`src/rtl/mac_stream_feeder.sv`:
```
// rtl/mac_stream_feeder.sv - beat FIFO and sequencer feeding one MAC array dot product
module mac_stream_feeder #(
  parameter int FIFO_DEPTH = 8,
  parameter int LEN_W      = 16,
  parameter int MAC_LAT    = 2
) (
  input  logic             clk,
  input  logic             rst_n,
  input  logic             in_valid,
  output logic             in_ready,
  input  logic [255:0]     in_data,
  input  logic             start,
  input  logic [LEN_W-1:0] vec_len,
  input  logic [15:0]      bias_in,
  output logic             busy,
  output logic [63:0]      DMA_channel_0,
  output logic [63:0]      DMA_channel_1,
  output logic [63:0]      DMA_channel_2,
  output logic [63:0]      DMA_channel_3,
  output logic             en,
  output logic             clr,
  output logic             read_en,
  output logic [15:0]      bias,
  input  logic [15:0]      dot_product,
  output logic             res_valid,
  input  logic             res_ready,
  output logic [15:0]      res_data
);

  localparam int AW = $clog2(FIFO_DEPTH);
  localparam int LW = (MAC_LAT > 1) ? $clog2(MAC_LAT) : 1;
  localparam logic [AW:0]   FULL_CNT = (AW+1)'(FIFO_DEPTH);
  localparam logic [LW-1:0] LAT_LAST = LW'(MAC_LAT - 1);

  typedef enum logic [2:0] {IDLE, CLEAR, STREAM, DRAIN, RESULT} state_t;

  state_t           state_q;
  logic [255:0]     mem_q [FIFO_DEPTH];
  logic [AW-1:0]    wr_ptr_q, rd_ptr_q;
  logic [AW:0]      count_q, count_d;
  logic [LEN_W-1:0] vec_len_q, beat_cnt_q;
  logic [LW-1:0]    lat_cnt_q;
  logic [15:0]      bias_q, res_data_q;
  logic [63:0]      ch0_q, ch1_q, ch2_q, ch3_q;
  logic             en_q, clr_q, read_en_q, res_valid_q;
  logic             full, empty, push, pop;
  logic [255:0]     fifo_rdata;

  assign full       = (count_q == FULL_CNT);
  assign empty      = (count_q == '0);
  assign push       = in_valid && !full;
  assign pop        = (state_q == STREAM) && !empty && (beat_cnt_q != vec_len_q);
  assign fifo_rdata = mem_q[rd_ptr_q];

  // Occupancy next-state: simultaneous push and pop leaves the count unchanged
  always_comb begin
    count_d = count_q;
    if (push && !pop)      count_d = count_q + (AW+1)'(1);
    else if (pop && !push) count_d = count_q - (AW+1)'(1);
  end

  // Beat storage; contents need no reset because the pointers gate every read
  always_ff @(posedge clk) begin
    if (push) mem_q[wr_ptr_q] <= in_data;
  end

  // FIFO pointers and occupancy
  always_ff @(posedge clk or negedge rst_n) begin
    if (!rst_n) begin
      wr_ptr_q <= '0;
      rd_ptr_q <= '0;
      count_q  <= '0;
    end else begin
      if (push) wr_ptr_q <= wr_ptr_q + AW'(1);
      if (pop)  rd_ptr_q <= rd_ptr_q + AW'(1);
      count_q <= count_d;
    end
  end

  // Sequencer with registered MAC-side and result outputs
  always_ff @(posedge clk or negedge rst_n) begin
    if (!rst_n) begin
      state_q     <= IDLE;
      vec_len_q   <= '0;
      beat_cnt_q  <= '0;
      lat_cnt_q   <= '0;
      bias_q      <= '0;
      res_data_q  <= '0;
      ch0_q       <= '0;
      ch1_q       <= '0;
      ch2_q       <= '0;
      ch3_q       <= '0;
      en_q        <= 1'b0;
      clr_q       <= 1'b0;
      read_en_q   <= 1'b0;
      res_valid_q <= 1'b0;
    end else begin
      en_q  <= 1'b0;
      clr_q <= 1'b0;
      case (state_q)
        IDLE: begin
          if (start) begin
            vec_len_q  <= vec_len;
            bias_q     <= bias_in;
            beat_cnt_q <= '0;
            clr_q      <= 1'b1;
            state_q    <= CLEAR;
          end
        end
        CLEAR: begin
          lat_cnt_q <= '0;
          if (vec_len_q == '0) begin
            read_en_q <= 1'b1;
            state_q   <= DRAIN;
          end else begin
            state_q   <= STREAM;
          end
        end
        STREAM: begin
          if (beat_cnt_q == vec_len_q) begin
            lat_cnt_q <= '0;
            read_en_q <= 1'b1;
            state_q   <= DRAIN;
          end else if (pop) begin
            en_q       <= 1'b1;
            ch0_q      <= fifo_rdata[63:0];
            ch1_q      <= fifo_rdata[127:64];
            ch2_q      <= fifo_rdata[191:128];
            ch3_q      <= fifo_rdata[255:192];
            beat_cnt_q <= beat_cnt_q + LEN_W'(1);
          end
        end
        DRAIN: begin
          if (lat_cnt_q == LAT_LAST) begin
            read_en_q   <= 1'b0;
            res_data_q  <= dot_product;
            res_valid_q <= 1'b1;
            state_q     <= RESULT;
          end else begin
            lat_cnt_q <= lat_cnt_q + LW'(1);
          end
        end
        RESULT: begin
          if (res_ready) begin
            res_valid_q <= 1'b0;
            state_q     <= IDLE;
          end
        end
        default: state_q <= IDLE;
      endcase
    end
  end

  assign in_ready      = !full;
  assign busy          = (state_q != IDLE);
  assign DMA_channel_0 = ch0_q;
  assign DMA_channel_1 = ch1_q;
  assign DMA_channel_2 = ch2_q;
  assign DMA_channel_3 = ch3_q;
  assign en            = en_q;
  assign clr           = clr_q;
  assign read_en       = read_en_q;
  assign bias          = bias_q;
  assign res_valid     = res_valid_q;
  assign res_data      = res_data_q;

endmodule

```
`config.mk`:
```
export PLATFORM = sky130hd
export DESIGN_NAME = mac_stream_feeder
export DESIGN_NICKNAME = d
export VERILOG_FILES = /design/src/rtl/mac_stream_feeder.sv
export SDC_FILE = /design/constraint.sdc
export NUM_CORES = 2
export LEC_CHECK = 0
export ABC_AREA = 1
export CAP_MARGIN = 5
export CORE_AREA = 2 2 642 485
export CTS_BUF_LIST = sky130_fd_sc_hd__clkbuf_8
export CTS_CLUSTER_DIAMETER = 60
export DETAILED_ROUTE_END_ITERATION = 16
export DIE_AREA = 0 0 644 487
export MAX_ROUTING_LAYER = met4
export PLACE_DENSITY = 0.42
export SLEW_MARGIN = 30
export SYNTH_ARGS = -nofsm -noshare
export SYNTH_HDL_FRONTEND = slang
export SYNTH_SLANG_ARGS = --single-unit
```
`constraint.sdc`:
```
create_clock -name clk -period 28 [get_ports clk]
set_input_delay 4.2 -clock clk [delete_from_list [all_inputs] [get_ports clk]]
set_output_delay 4.2 -clock clk [all_outputs]
set_load 0.01 [all_outputs]
```
==> results.md <==
- Status: completed
- Yosys warning count: 0
- Final setup viols: 0
- Crit path max-delay family: buffers and inverters
- Headroom to the max-slew limit: around a third
- Most Frequent Cell on Critical Path: buf_4
- Starting DRT DRC Count: roughly 4,100
- DR vias: 57,070
- Worst Path Arrival: between 8000 and 9000 ps
- Post-synthesis cell type count: 37
- Pre-CTS setup slack: approximately 19,000 ps
- TritonCTS buffer count: roughly 400
- Avg Inst Size Synth: about 13 um^2
- FMAX: 132.3 MHz
- Worst-path fanout max: just under 50
- CTS tree: yes
- Sw Pwr: between 4000 and 5000 uW
- Comb pwr share: 35.3%
- Crit path kind: input pin to flip-flop
- GRT Resource Usage Total: 17.16%
- Skew-Pair Late Insertion Delay: 1000 ps
- Buffers added on ports: approximately 600
- GRT busiest layer: met2
- Largest net degree at the start of global routing: between 200 and 250
- DRC violations left: 0
- DR pass1 iterations: 8
- Initial antenna violation count: 70
- Post-route setup slack: between 20,000 and 25,000 ps
- Post-Route WL: ~270,000 um
- Seq cells post-synth: roughly 2,400
- Worst slew pin tran: 999.3 ps
- Ys flop type: edfxtp_1
- Worst path required time: between 20,000 and 30,000 ps
- Number of max-cap violations: 0
- CTS root buf: clkbuf_8
- Worst Clk Skew: 67.33 ps
- Clk slew on worst S/H paths: around 60 ps
- Vias in the first global route: between 50,000 and 60,000
- Synth Instances: slightly below 7,000
- Syn Nets: roughly 7,200
- Clock tree buffer depth: 4
- WP buf/inv: 6
- M3 GR Usage: 3.416%
- Starting Density: slightly below 30%
- Grt total ovfl: 0
- Final hold vios: 0
- DR WL/cell: around 22 um
- Post-synthesis sequential area ratio: around three quarters
- VDD IR max: 74.15 uV
- Largest area contributor in the netlist: edfxtp_1
- Worst hold path class: flip-flop to flip-flop
- Post-CTS Setup Inserts: 0
- Number of synthesized flops with an enable pin: just over 2,000
- PD cells: about 110 nW/um^2
- GP Congestion: about 0.74
- GRT met1 Usage: about a quarter
- Clk sinks: approximately 2,400
- CP startpoint kind: input pin
- Yosys top cell area share: about 67%
- Layout area overhead: 19.22%
- Post-route ant nets: 0
- Met2 global-route usage: a little over a quarter
- Most frequent cells in the layout: edfxtp_1 (2,048), nand2_1 (1,704), clkdlybuf4s50_1 (601), o21ai_0 (589), nor2_1 (551)
- Asr flop ratio synth: 14.17%
- FILL cells: ~30,000
- Share of the cycle needed by the critical path after routing: 26.99%
- Hold_buf cts: 0
- Post-Synthesis Cell Area: roughly 90,000 um^2
- Dominant cells by area after synthesis: edfxtp_1 (67%), dfrtp_1 (9.2%), nand2_1 (7.0%)
- Slowest stage delay, CP: between 700 and 800 ps
- Non-Filler Instances: ~12,000
- Ports: 603
- Share of layout cells above drive strength 1: under 10%
- DIE AREA: between 300,000 and 400,000 um^2
- Fin crit period: roughly 7600 ps
- Worst path slowest cell: buf_4
- Setup crit end kind: flip-flop
- First-pass GRT wire length: between 300,000 and 400,000 um
- Post-DP HPWL: 145,500 um
- Nets: between 7,000 and 8,000
- Core footprint: between 300,000 and 400,000 um^2
- Row count: between 150 and 200
- TNS Setup: 0 ps
- Unrepaired setup endpoints after global routing: false
- Post-cts resize count: 0
- Worst-path cell chain: clkdlybuf4s50_1 > nand2_1 > inv_1 > nand2_1 > nor2_4 > buf_6 > buf_4 > buf_4 > buf_4
- Die W: between 600 and 700 um
- H-tree depth: 5
- P_int: between 7000 and 8000 uW
- Placed Cells: between 10,000 and 15,000
- Final core occ: between 30% and 40%
- Final Max Slew Viols: 0
- Clock power frac: roughly a quarter
- Static leakage: about 0.039 uW
- Vias per cell: 4.759
- Die Y: about 500 um
- Switching share of power: a little under two fifths
- Sequential power share: between 40% and 50%
- Commonest non-fill, non-tap cell in the layout: edfxtp_1
-- logic make-up after synthesis --
kind of cell / after synthesis / share of synthesized area (%)
multiplexers: 136 / 1.504
adder cells (fa/ha/maj): 7 / 0.1035
AND/OR/NAND/NOR: 2405 / 10.05
buffers and inverters: 504 / 2.562
AO/OA/AOI/OAI: 1409 / 9.514
XOR/XNOR: 11 / 0.1049
flip-flops: 2386 / 76.16
-- final timing paths --
check / startpoint / slack, ps / cells after the start / end
setup / recovery: in_valid / 20440 / 9 / mem_q[5][201]
hold / removal: bias[11] / 470 / 2 / bias[11]
max in group asynchronous: rst_n / 22220 / 4 / DMA_channel_0[51]
min in group asynchronous: rst_n / 3190 / 1 / beat_cnt_q[9]
setup reg to reg: rd_ptr_q[0] / 22480 / 10 / DMA_channel_3[30]
hold reg to reg: bias[11] / 470 / 2 / bias[11]
-- state kept, by name (all words and copies together), names as in the netlist, 4 cells and up --
signal         cells
vec_len_q         16
count_q            4
beat_cnt_q        16
res_data          16
mem_q           2048
DMA_channel_0     64
DMA_channel_1     64
DMA_channel_2     64
bias              16
DMA_channel_3     64
-- cell usage after synthesis (2+ instances only) --
| cell | number |
|---|---|
| a21oi_1 | 162 |
| a22o_1 | 38 |
| a31oi_1 | 38 |
| a32o_1 | 158 |
| buf_1 | 28 |
| buf_2 | 169 |
| buf_4 | 16 |
| buf_6 | 25 |
| clkbuf_1 | 216 |
| dfrtp_1 | 338 |
| edfxtp_1 | 2048 |
| ha_1 | 6 |
| inv_1 | 34 |
| inv_2 | 15 |
| mux2_2 | 16 |
| mux2i_1 | 120 |
| nand2_1 | 1704 |
| nand3_1 | 119 |
| nand4_1 | 8 |
| nor2_1 | 560 |
| nor3_1 | 8 |
| nor3b_1 | 2 |
| o21ai_0 | 589 |
| o21ai_1 | 105 |
| o221ai_1 | 120 |
| o22ai_1 | 196 |
| xnor2_1 | 3 |
| xor2_1 | 8 |
-- area by class of cell --
type / count / area, um^2 / area share [%]
inverters: 50 / 241.5 / 0.2205
repair buffers: 699 / 7046 / 6.434
multi-input cells: 3968 / 19610 / 17.91
diodes: 48 / 120.1 / 0.1097
clock inverters: 284 / 1286 / 1.175
flip-flops and latches: 2386 / 69970 / 63.89
well taps: 4117 / 5151 / 4.704
clock buffers: 442 / 6083 / 5.555
-- power groups by stage --
| stage | clock network [uW] | registers [uW] | logic [uW] |
|---|---|---|---|
| after detailed placement | 0 | 4920 | 4320 |
| final | 2900 | 4850 | 4230 |
| after floorplan | 0 | 5130 | 2480 |
| after global routing | 3160 | 4910 | 4700 |
| after CTS | 3010 | 4860 | 4330 |
| after global placement | 0 | 4920 | 4300 |
-- tightest hold or removal path, delay by kind of cell (launching register included) --
family | cells | cell delay (ps)
flops | 1 | 340
simple gates | 2 | 100
-- through the flow --
| stage | area, um^2 | hold slack, ps | total power, uW |
|---|---|---|---|
| 6_report | 109500 | 473.5 | 11970 |
| 2_1_floorplan | 91850 | 463.0 | 7606 |
| 3_3_place_gp | 101800 | 464.8 | 9214 |
| 5_1_grt | 109500 | 496.7 | 12780 |
| 3_5_place_dp | 101900 | 465.0 | 9237 |
| 4_1_cts | 109200 | 479.0 | 12200 |
-- layer usage --
layer,part of all wire [%],vias up
li1,-,26500
met4,2.5,0
met1,47,28820
met5,0,-
met2,45,1305
met3,5.1,450
Note: power is estimated with default switching activity, not from simulation.
